===== src/rtl/fsm_trace_fifo.sv =====
// fsm_trace_fifo: logs FSM state changes into a FWFT FIFO, counts st3->st0 laps, flags dropped records
module fsm_trace_fifo #(
  parameter int DEPTH = 8,
  parameter int CNT_W = 8
) (
  input  logic                    clk,
  input  logic                    res,
  input  logic [1:0]              state,
  input  logic                    clr,
  input  logic                    rd_ready,
  output logic                    rd_valid,
  output logic [3:0]              rd_data,
  output logic [$clog2(DEPTH):0]  level,
  output logic [CNT_W-1:0]        laps,
  output logic                    ovf
);
  localparam int AW = $clog2(DEPTH);
  logic [1:0]    prev_q;
  logic [3:0]    mem [DEPTH];
  logic [3:0]    last_q;
  logic [3:0]    rec;
  logic [AW-1:0] wp;
  logic [AW-1:0] rp;
  logic          ev;
  logic          pop;
  logic          push;
  logic          drop;
  logic          full;
  // event detection, handshake decode and head/hold readout
  always_comb begin
    rec = {prev_q, state};
    ev = state != prev_q;
    full = level == (AW+1)'(DEPTH);
    rd_valid = level != '0;
    pop = rd_valid && rd_ready;
    push = ev && (!full || pop);
    drop = ev && full && !pop;
    rd_data = rd_valid ? mem[rp] : last_q;
  end
  // record storage; only read through live pointers, so no reset
  always_ff @(posedge clk)
    if (push && !clr) mem[wp] <= rec;
  // pointers, occupancy, lap counter and sticky overflow; clr beats push/pop
  always_ff @(posedge clk or posedge res)
    if (res) begin
      prev_q <= '0;
      wp <= '0;
      rp <= '0;
      level <= '0;
      laps <= '0;
      ovf <= 1'b0;
      last_q <= '0;
    end else begin
      prev_q <= state;
      if (clr) begin
        wp <= '0;
        rp <= '0;
        level <= '0;
        laps <= '0;
        ovf <= 1'b0;
      end else begin
        if (push) wp <= wp + 1'b1;
        if (pop) begin
          rp <= rp + 1'b1;
          last_q <= mem[rp];
        end
        level <= level + (AW+1)'(push) - (AW+1)'(pop);
        if (drop) ovf <= 1'b1;
        if (ev && rec == 4'b1100 && laps != '1) laps <= laps + 1'b1;
      end
    end
endmodule


===== config.mk =====
export PLATFORM = sky130hd
export DESIGN_NAME = fsm_trace_fifo
export DESIGN_NICKNAME = d
export VERILOG_FILES = /design/src/rtl/fsm_trace_fifo.sv
export SDC_FILE = /design/constraint.sdc
export NUM_CORES = 1
export LEC_CHECK = 0
export BUFFER_PORTS_ARGS = -buffer_cell sky130_fd_sc_hd__buf_2
export CAP_MARGIN = 15
export CORE_UTILIZATION = 45
export CTS_CLUSTER_SIZE = 10
export DETAILED_ROUTE_END_ITERATION = 8
export PLACE_DENSITY_LB_ADDON = 0.25
export SYNTH_ARGS = -nofsm -noshare
export SYNTH_HDL_FRONTEND = slang
export SYNTH_SLANG_ARGS = --single-unit

===== constraint.sdc =====
create_clock -name clk -period 3.8 [get_ports clk]
set_input_delay 0.19 -clock clk [delete_from_list [all_inputs] [get_ports clk]]
set_output_delay 0.19 -clock clk [all_outputs]
set_load 0.005 [all_outputs]

Word level (Yosys, flattened, before mapping)
Memories as Yosys holds them, arrays and structs flattened.
Cells that the tools add are included.
W data, S select, Z words.
- add/subtract/negate cells: 5
- equal/unequal tests: 4
- bitwise logic cells: 1
- reduce and logical (&&, ||, !) cells: 17
- mux-type cells: 12
- operators with widths (kind ; count):
    $mux W8 ; 2
    $mux W3 ; 4
    $add A8 B1 Y8 const B ; 1
    $eq A4 B4 Y1 const B ; 2
    $mux W4 ; 2
    $ne A8 B8 Y1 const B ; 1
    $reduce_bool A2 Y1 ; 4
    $logic_and A1 B1 Y1 ; 7
    $add A3 B1 Y3 const B ; 2
    $add A4 B1 Y4 ; 1
    $mux W1 ; 4
    $reduce_bool A4 Y1 ; 1
    $sub A4 B1 Y4 ; 1
    $logic_not A1 Y1 ; 3
    $ne A2 B2 Y1 ; 1
    $reduce_and A2 Y1 ; 1
    $logic_or A1 B1 Y1 ; 1
    $not A1 Y1 ; 1
- logic and storage cells: 47
- memories kept: 1
- bits in writable memories: 32
- register bits: 25
- memory list (name ; words ; bits a word ; read ports ; clocked after Yosys merged registers in ; wr ports ; RTL line ; source):
    mem ; 8 ; 4 ; 1 ; 0 ; 1 ; 19 ; logic [3:0] mem [DEPTH];

Longest topological paths before layout
- depth in word-level cells: 7
- mapped depth: 12
- gate-level depth less buffers: 11

Least setup slack after synthesis
Ideal clock, no wire load.
- path kind: register to register
- start point: register level[2]
- end point: register level[2]
- slack: 1484 ps
- stages on the path, launching flop included: 12
- period minus slack after synthesis: 2316 ps
- library setup time: 132 ps
- data required time: 3668 ps
- data arrival time: 2184 ps
- cell sequence: dfrtp_1 inv_1 ha_1 or3b_1 buf_2 nand2_1 or2_2 nand2_1 ha_1 fa_1 xnor2_1 nor2_1
- word-level cells in the longest chain between the ends: 7
- elaborated cells on any way between the ends: 9
- those cells by class: 2 x add/sub; 1 x eq/ne; 1 x mux; 5 x reduce/logical
- ends and longest elaborated chain (what ; RTL line ; source):
    start: declaration ; 13 ; output logic [$clog2(DEPTH):0] level,
    start signal: assignment ; 67 ; level <= level + (AW+1)'(push) - (AW+1)'(pop);
    $reduce_bool A4 Y1 * ; 34 ; rd_valid = level != '0;
    via rd_valid ; 11 ; output logic rd_valid,
    $logic_and A1 B1 Y1 * ; 35 ; pop = rd_valid && rd_ready;
    $logic_or A1 B1 Y1 ; 36 ; push = ev && (!full || pop);
    $logic_and A1 B1 Y1 ; 36 ;
    $add A4 B1 Y4 ; 67 ;
    $sub A4 B1 Y4 * ; 67 ;
    $mux W4 * ; 55 ; if (clr) begin
Mark *: on every way through the listed nets, which the timed path passes. The rest lies on a longest branch.
A chain may end at the register's enable or synchronous reset.

Worst setup path after layout
- start point: register level[2]
- end point: register level[2]
- word-level cells in the longest chain between the ends: 7
- elaborated cells on any way between the ends: 9
- those cells by class: 2 x add/sub; 1 x eq/ne; 1 x mux; 5 x reduce/logical
- ends and longest elaborated chain (what ; RTL line):
    $eq A4 B4 Y1 / $reduce_bool A4 Y1 (equally long branches) ; 33, 34
    $logic_not A1 Y1 / $logic_and A1 B1 Y1 (equally long branches) ; 36, 35
    $logic_or A1 B1 Y1 ; 36
    $logic_and A1 B1 Y1 ; 36
    $add A4 B1 Y4 ; 67
    $sub A4 B1 Y4 * ; 67
    $mux W4 * ; 55
Every way passes the cells marked *; elsewhere a longest branch is shown, timed or not.

==> key figures <==
Run status
  – Status: complete, no violations

Global routing
  – Number of global-route vias before repair: 1,559
  – Largest net degree at the start of global routing: 26
  – Total global-route track usage: between 10% and 20%
  – First-pass GRT wire length: between 7 and 8 mm
  – Initial antenna violation count: 0
  – Total global routing overflow: 0

Floorplan
  – Die W: a little under 80 um
  – Die area: just over 6000 um2
  – Die Ht: ~78 um
  – Core ar.: between 5000 and 6000 um2
  – Num ports: 24
  – Initial Util: between 40% and 50%
  – Row count: 27

STA
  – Worst-margin pin slew: between 0.9 and 1 ns
  – Final setup viols: 0
  – Count of pins over their slew limit: 0
  – Relative slew margins: between 30% and 40%
  – Skew final: about 0.012 ns
  – Period minus WS final: 2.577 ns
  – Unrepaired setup endpoints after global routing: false
  – Post-route setup TNS: 0 ns
  – Fmax achieved: between 300 and 400 MHz
  – Final Cycle Share: between 60% and 70%
  – Hold Fails Final Rpt: 0

Setup path
  – CP Class: flop to flop
  – Worst R2R Setup Slack: around 1.2 ns
  – Max stage delay on crit path: around 0.50 ns
  – Crit Reg-Reg Endpoint: level[2]
  – Worst EP arrival: 2.78 ns
  – CP max-delay cell: or3b_1
  – WP data required: ~4.0 ns
  – Crit-path cells: inv_1 -> ha_1 -> or3b_1 -> nand2_1 -> or2_2 -> nand2_1 -> ha_1 -> fa_1 -> xnor2_1 -> nor2_1
  – Startpoint class of the critical path: flop
  – Worst-path fanout max: 8
  – Register-to-Register Path Depth: 10
  – WP buf/inv: 1
  – R2r startpoint: level[2]
  – Cell family with most CP delay: simple AND/OR/NAND/NOR gates
  – Kind of end point of the critical path: flop

Clocking
  – TritonCTS Buffers: 9
  – Post-CTS Resized: 0
  – Clock transition at path regs: roughly 0.070 ns
  – CTS tree: yes
  – Clk root buf: clkbuf_8
  – H-tree depth: 3
  – Clock tree buffer depth: 2
  – Clock sink count: 57
  – Post-CTS setup buffer count: 0
  – Hold-fix buffers, CTS: 0
  – Clk_lat worst skew: 0.33 ns

Placement
  – DP Wirelength: roughly 3.3 mm
  – RePlAce Congestion: around 0.75
  – Port-buffer cells: 23

Logic synthesis
  – Synthesis Warnings: 0
  – Register area share after synthesis: 61.02%
  – Dominant cells by area after synthesis: edfxtp_1, dfrtp_1, mux4_1
  – Most frequent cells after synthesis: edfxtp_1, dfrtp_1, nor2_1, mux2_2, nand2_1
  – Post-synth EDFFs: 32
  – Synth Register Bits: between 50 and 60
  – Post-synthesis cell count: about 180
  – Most frequent cell after synthesis: edfxtp_1
  – Share of the synthesized area in the top cell type: 36.96%
  – Synth cell types: 38
  – Yosys top cell by area: edfxtp_1
  – Avg Cell Area, Syn: 14.53 um2
  – Syn Nets: 194
  – Async SR Flop Fraction: 43.86%
  – Post-synthesis cell area: approximately 2600 um2
  – Ys flop type: edfxtp_1

Final layout
  – Share of cells above drive strength 1: 26.29%
  – Final net count: 223
  – Ant diodes: 0
  – Area growth from synthesis to layout: 14.97%

Pwr
  – Pwr Density: 636.2 nW/um2
  – Leakage: 1.220 nW
  – Maximum VDD drop: between 300 and 400 uV
  – Tot Pwr: 1.902 mW

Detailed routing
  – DR DRC count: 0
  – Final wirelength: 4.619 mm
  – Drt first pass iters: 5
  – Via density: 5.386
  – Initial DRC count: just under 80
  – Wire per inst: between 15 and 20 um
  – Via count: 1,535
  – ANT nets after route: 0

Min path
  – Worst min path class: primary input to asynchronous set/reset pin

Job
  – MaxCap Viol Count: 0
==> final cells by class <==
type / instances / area [um2]
timing repair buffer: 23 / 115.1
fill: 466 / 2551
sequential: 57 / 1587
tap: 72 / 90.09
inverter: 5 / 18.77
clock buffer: 15 / 206.4
clock inverter: 1 / 5.005
multi-input combinational: 112 / 967.2
==> worst max path at each step <==
stage	start	to	slack, ns	depth (start not counted)
3_5_place_dp	level[2]	level[2]	1.23	10
5_1_grt	level[2]	level[2]	1.08	10
4_1_cts	level[2]	level[2]	1.23	10
2_1_floorplan	level[2]	level[2]	1.48	11
6_report	level[2]	level[2]	1.22	10
3_3_place_gp	level[2]	level[2]	1.40	10
==> where the power goes <==
group | switching [mW] | internal (mW) | leakage (nW)
Clock | 0.222 | 0.343 | 0.112
Sequential | 0.0776 | 0.736 | 0.619
Combinational | 0.239 | 0.284 | 0.489
==> per-stage QoR <==
stage / util, % / cell area, um2 / hold slack, ns / cells / worst slack (ns)
after floorplan: - / 2600 / 0.2173 / 179 / 1.484
after global placement: 50.14 / 2778 / 0.4251 / 269 / 1.403
after detailed placement: 50.14 / 2778 / 0.4469 / 269 / 1.234
after CTS: 53.95 / 2989 / 0.08779 / 285 / 1.229
after global routing: 53.95 / 2989 / 0.09500 / 285 / 1.081
final: 53.95 / 2989 / 0.07199 / 285 / 1.223
==> per-layer routing <==
layer / GRT usage, % / vias to the layer above / share of wire (%)
met3: 6.047 / 5 / 4.1
met1: 20.24 / 764 / 44
met5: 0 / - / 0
met4: 7.963 / 0 / 1.4
met2: 28.14 / 40 / 50
li1: - / 726 / -
==> registers in the layout (all words and copies together) (netlist names) <==
signal and cells:
ovf 1, laps 8, last_q 4, rp 3
wp 3, level 4, mem 32, prev_q 2
==> kinds of logic (layout without fill, tap and decap cells) <==
group           Yosys count  count (layout)  synth area share (%)
flops                    57              57                 61.02
simple gates             54              54                 10.73
mux                      23              23                 14.44
compound gates           16              16                 4.042
xor+xnor                 10              10                 3.369
buf+inv                  10              44                 1.780
fa+ha+maj                 9               9                 4.620
==> cell usage in the layout (no fill, tap or decap), types with 2 or more instances in the layout <==
cell type	instances
a21oi_1	7
buf_2	23
clkbuf_8	15
dfrtp_1	25
edfxtp_1	32
ha_1	8
inv_1	5
mux2_2	12
mux2i_1	3
mux4_1	8
nand2_1	10
nand2b_1	4
nand3_1	5
nor2_1	17
nor2b_1	3
nor3_1	2
nor4_1	2
o211ai_1	2
o21ai_0	2
or2_2	2
xnor2_1	2
xor2_1	8
==> worst register-to-register path, cell delays in order, from the launching register on <==
cell and delay [ns]:
dfrtp_1 0.38, inv_1 0.10, ha_1 0.17, or3b_1 0.50
nand2_1 0.22, or2_2 0.19, nand2_1 0.06, ha_1 0.21
fa_1 0.38, xnor2_1 0.16, nor2_1 0.06
No activity file was read; power rests on OpenSTA's default activity.
